`src/rtl/midi_message_decoder.sv`:
```
// MIDI byte-stream parser: turns UART bytes into note_vol, vibrato_level and
// wave_select for a monophonic voice. Supports running status, transparent
// real-time bytes and a channel filter (optionally omni).
module midi_message_decoder #(
    parameter int unsigned MIDI_CHANNEL = 0,
    parameter bit          OMNI         = 1'b0,
    parameter int unsigned VIB_CC       = 1
) (
    input  logic        clk,
    input  logic        reset,
    input  logic [7:0]  rx_byte,
    input  logic        rx_valid,
    output logic [15:0] note_vol,
    output logic [7:0]  vibrato_level,
    output logic [1:0]  wave_select,
    output logic        msg_strobe
);

    localparam int unsigned BYTE_W = 8;
    localparam int unsigned DATA_W = 7;
    localparam int unsigned NV_W   = 16;

    localparam logic [3:0]        CHAN        = 4'(MIDI_CHANNEL);
    localparam logic [DATA_W-1:0] VIB_NUM     = DATA_W'(VIB_CC);
    localparam logic [DATA_W-1:0] CC_ALL_OFF  = 7'd123;
    localparam logic [BYTE_W-1:0] VIB_RESET   = 8'd64;

    typedef enum logic [1:0] {
        IDLE    = 2'd0,
        WAIT_D1 = 2'd1,
        WAIT_D2 = 2'd2
    } state_e;

    state_e              state_q;
    logic [BYTE_W-1:0]   status_q;
    logic [DATA_W-1:0]   d1_q;
    logic [NV_W-1:0]     note_vol_q, note_vol_d;
    logic [BYTE_W-1:0]   vib_q, vib_d;
    logic [1:0]          wave_q, wave_d;
    logic                strobe_q, strobe_d;

    logic                short_msg;
    logic                msg_done;
    logic                chan_ok;
    logic                note_off_ok;
    logic [DATA_W-1:0]   md1;
    logic [DATA_W-1:0]   md2;
    logic [NV_W-1:0]     released;

    // Detect message completion and compute the effect of the executed message
    always_comb begin
        note_vol_d  = note_vol_q;
        vib_d       = vib_q;
        wave_d      = wave_q;
        strobe_d    = 1'b0;
        short_msg   = (status_q[7:4] == 4'hC) || (status_q[7:4] == 4'hD);
        msg_done    = rx_valid && !rx_byte[7] &&
                      (((state_q == WAIT_D1) && short_msg) || (state_q == WAIT_D2));
        md1         = (state_q == WAIT_D2) ? d1_q : rx_byte[DATA_W-1:0];
        md2         = rx_byte[DATA_W-1:0];
        chan_ok     = OMNI || (status_q[3:0] == CHAN);
        note_off_ok = note_vol_q[15] && (md1 == note_vol_q[14:8]);
        released    = {1'b0, note_vol_q[14:8], 8'h00};

        if (msg_done && chan_ok) begin
            case (status_q[7:4])
                4'h8: begin
                    if (note_off_ok) begin
                        note_vol_d = released;
                        strobe_d   = 1'b1;
                    end
                end
                4'h9: begin
                    if (md2 != '0) begin
                        note_vol_d = {1'b1, md1, md2, 1'b0};
                        strobe_d   = 1'b1;
                    end else if (note_off_ok) begin
                        note_vol_d = released;
                        strobe_d   = 1'b1;
                    end
                end
                4'hB: begin
                    if (md1 == VIB_NUM) begin
                        vib_d    = {1'b0, md2};
                        strobe_d = 1'b1;
                    end else if (md1 == CC_ALL_OFF) begin
                        note_vol_d = released;
                        strobe_d   = 1'b1;
                    end
                end
                4'hC: begin
                    wave_d   = md1[1:0];
                    strobe_d = 1'b1;
                end
                default: begin
                end
            endcase
        end
    end

    // Byte classifier / message-length FSM with registered outputs
    always_ff @(posedge clk or negedge reset) begin
        if (!reset) begin
            state_q    <= IDLE;
            status_q   <= '0;
            d1_q       <= '0;
            note_vol_q <= '0;
            vib_q      <= VIB_RESET;
            wave_q     <= '0;
            strobe_q   <= 1'b0;
        end else begin
            note_vol_q <= note_vol_d;
            vib_q      <= vib_d;
            wave_q     <= wave_d;
            strobe_q   <= strobe_d;
            // Real-time bytes (F8..FF) fall through untouched
            if (rx_valid && (rx_byte < 8'hF8)) begin
                if (rx_byte >= 8'hF0) begin
                    status_q <= '0;
                    d1_q     <= '0;
                    state_q  <= IDLE;
                end else if (rx_byte[7]) begin
                    status_q <= rx_byte;
                    d1_q     <= '0;
                    state_q  <= WAIT_D1;
                end else begin
                    case (state_q)
                        WAIT_D1: begin
                            d1_q    <= rx_byte[DATA_W-1:0];
                            state_q <= short_msg ? WAIT_D1 : WAIT_D2;
                        end
                        WAIT_D2: state_q <= WAIT_D1;
                        default: state_q <= IDLE;
                    endcase
                end
            end
        end
    end

    assign note_vol      = note_vol_q;
    assign vibrato_level = vib_q;
    assign wave_select   = wave_q;
    assign msg_strobe    = strobe_q;

endmodule

```
`config.mk`:
```
export PLATFORM = sky130hd
export DESIGN_NAME = midi_message_decoder
export DESIGN_NICKNAME = d
export VERILOG_FILES = /design/src/rtl/midi_message_decoder.sv
export SDC_FILE = /design/constraint.sdc
export NUM_CORES = 1
export LEC_CHECK = 0
export CAP_MARGIN = 15
export CORE_ASPECT_RATIO = 0.6
export CORE_UTILIZATION = 51
export DETAILED_ROUTE_END_ITERATION = 6
export PLACE_DENSITY = 0.78
export SLEW_MARGIN = 20
export SYNTH_ARGS = -nofsm -noshare
export SYNTH_HDL_FRONTEND = slang
export SYNTH_SLANG_ARGS = --single-unit
```
`constraint.sdc`:
```
create_clock -name clk -period 2.5 [get_ports clk]
set_input_delay 0.375 -clock clk [delete_from_list [all_inputs] [get_ports clk]]
set_output_delay 0.375 -clock clk [all_outputs]
set_load 0.005 [all_outputs]
```
==> results.yml <==
worst_setup_path:
  r2r_cells: 8
  crit_required_ns: 2.69
  crit_fanout: 8
  worstPathCellList: "inv_2, ha_4, buf_4, mux2i_1, xor2_1, nand4_1, a211o_4, a32o_1"
  critPathLaunchType: "register"
  worst_ep_arrival_time_ns: 2.62
  endpoint_kind: "register"
  cpPeakStageDelay_ns: 0.43
  critPathTopFamily: "compound AO/OA/AOI/OAI gates"
  regToRegStartpoint: "state_q[0]"
  r2r_slack_ns: 0.07
  critPathKind: "reg2reg"
  cp-endpoint: "note_vol[3]"
  cp.depth: 8
  critPathBufInv: 2
  reg2reg_to: "note_vol[3]"
  crit_start: "state_q[0]"
  cp_slowest_cell: "a211o_4"
logic_synthesis:
  ys_seq_elements: 43
  yosysSeqAreaShare_pct: 52.6
  synth_nets: 199
  synth_area_leaders: "dfrtp_1 (51%), a22o_1 (5.6%), mux2i_1 (4.4%)"
  yosys_most_used_dff: "dfrtp_1"
  async_flop_share_pct: 100
  yosys-top-cells-count: "dfrtp_1 (42), nor2_1 (15), a22o_1 (13)"
  syn_area_mm2: 0.00205
  ys_warn_count: 0
  synthDistinctLibCells: 44
  syn_inst: 186
  synth_top_area_cell: "dfrtp_1"
  synth_top_area_share_pct: 51.3
  yosysMostFrequentCell: "dfrtp_1"
  synth_edf_count: 0
  avgSynthCellArea_um2: 11.0
clock_tree:
  cts_buffers: 5
  clock_path_buffers: 2
  clk_latency_ns: 0.30
  clkSinkCount: 43
  cts_tree: "done"
  cts_root_buffer: "clkbuf_8"
  cts_hold_buf: 0
  htreeDepth: 2
  clk_pin_slew_ns: 0.09
drt:
  viasPerCell: 5.86
  via_count: 1693
  wl_per_cell_um: 18.8
  routed_wl_um: 5430
  final_antenna_net_count: 0
  drc: 1
  dr.pass1.iters: 7
  drt_iter0_markers: 58
outcome:
  violations: "DRC"
  status: "finished, violations left"
sta:
  relSlewSlack_pct: 36.6
  fin_worst_skew_ns: 0.0105
  worst_pin_slew_ns: 0.951
  report.final.setup_viol: 0
  rsz0062_at_grt: "true"
  max_freq_mhz: 411
  finalMaxSlewViolations: 0
  min_period_ns: 2.43
  fin_setup_tns_ns: 0
  setup_slack_ns: 0.0694
  finalHoldViolCount: 0
  hold_ws_ns: 0.213
  fin_crit_sh_pct: 97.2
global_route:
  antenna_found_initial: 0
  use_met1_pct: 39.0
  grt_first_pass_wirelength_um: 8730
  track_usage_pct: 27.7
  grt_max_degree: 44
  use_met2_pct: 42.8
  grt_remaining_overflow: 0
  busiest_layer: "met2"
  grt_pass1_vias: 1712
  grt_use_met3_pct: 5.17
pwr:
  clockPowerShare_pct: 37.2
  p_sw_share_pct: 25.6
  seqPwrFrac_pct: 45.6
  intPower_mw: 1.29
  finalPower_mw: 1.73
  switchingPower_uw: 442
  power_density_mw_per_mm2: 617
  combPwrFrac_pct: 17.2
  leakage_nw: 1.24
  ir_drop_mv: 0.374
flow_run:
  cap_violations: 0
hold_path:
  hp-class: "in2async"
floorplanning:
  core_mm2: 0.00376
  initial_core_util_pct: 54.4
  io_pins: 38
  die_area_mm2: 0.00428
  die_w_um: 83.8
  num_rows: 17
  die_h_um: 51.1
final_layout:
  area_growth_pct: 36.8
  nets: 254
  finish.utilization_pct: 74.5
  n_antenna_cell: 0
  drive_gt1_share_pct: 23.1
place:
  gp_congestion: 0.902
  pre_cts_slack_ns: -0.133
  io_buffer_count: 36
  dp_hpwl_um: 3880
-- through the flow --
| stage | area (um^2) | std cells |
|---|---|---|
| after floorplan | 2050 | 186 |
| after global placement | 2580 | 281 |
| final | 2800 | 289 |
| after CTS | 2740 | 289 |
| after global routing | 2800 | 289 |
| after detailed placement | 2580 | 281 |
-- routing by layer --
metal	vias to the layer above	wire, um
li1	786	-
met1	822	2500
met2	75	2420
met3	10	437
met4	0	76
met5	-	0
-- cell families after synthesis --
kind of cell	Yosys count	share of synthesized area [%]
fa+ha+maj	2	1.22
mux	16	8.24
buf+inv	19	4.33
other cells	1	0.183
xor+xnor	7	2.99
simple gates	49	12.6
flops	43	52.6
compound gates	49	17.8
-- how the worst min path moves through the flow --
| stage | startpoint | endpoint | slack, ns | cells after the start |
|---|---|---|---|---|
| floorplan | reset | d1_q[0] | 0.08 | 0 |
| detailed placement | note_vol[2] | note_vol[2] | 0.49 | 1 |
| global placement | note_vol[2] | note_vol[2] | 0.48 | 1 |
| CTS | reset | note_vol[0] | 0.24 | 1 |
| finish | reset | note_vol[0] | 0.21 | 1 |
| global route | reset | note_vol[0] | 0.29 | 1 |
-- cell type report --
type | instances | area, um^2
well taps | 47 | 58.8
flip-flops and latches | 43 | 1080
clock inverters | 2 | 60.1
repair buffers | 60 | 536
clock buffers | 6 | 72.6
inverters | 7 | 26.3
multi-input cells | 124 | 973
fillers | 258 | 961
-- flip-flops by register name, summed over array words and instances (netlist names) --
register and flops:
vibrato_level 7, msg_strobe 1, note_vol 16, status_q 8
d1_q 7, wave_select 2, state_q 2
-- repair_timing --
item,in CTS,in global routing
buffers inserted,0,0
resized for setup,6,11
endpoints found under the setup margin,14,7
pin swaps,0,4
-- power groups by stage --
stage / clock, mW / combinational (mW) / sequential (mW)
floorplan: 0 / 0.146 / 0.781
global placement: 0 / 0.258 / 0.790
detailed placement: 0 / 0.266 / 0.794
CTS: 0.649 / 0.277 / 0.783
global route: 0.679 / 0.323 / 0.793
finish: 0.644 / 0.298 / 0.788
-- cells in the final DEF, fill, tap and decap left out, types with 2 or more instances in the layout --
master	synthesis	routed
a21boi_0	2	2
a21oi_1	9	9
a22o_1	13	13
a31oi_1	2	2
a32o_1	8	8
and2_1	2	2
buf_4	1	24
bufinv_16	0	2
clkbuf_8	0	5
clkdlybuf4s50_1	0	35
dfrtp_1	42	42
inv_1	7	6
mux2_2	7	7
mux2i_1	9	3
mux2i_2	0	4
mux2i_4	0	2
nand2_1	9	9
nand3_1	3	3
nand4_1	4	4
nor2_1	15	14
nor2b_1	3	3
nor3_1	2	2
nor4_1	2	2
o2111ai_1	2	2
o21ai_0	6	6
xnor2_1	6	5
Power figures use the tool's default switching activity.
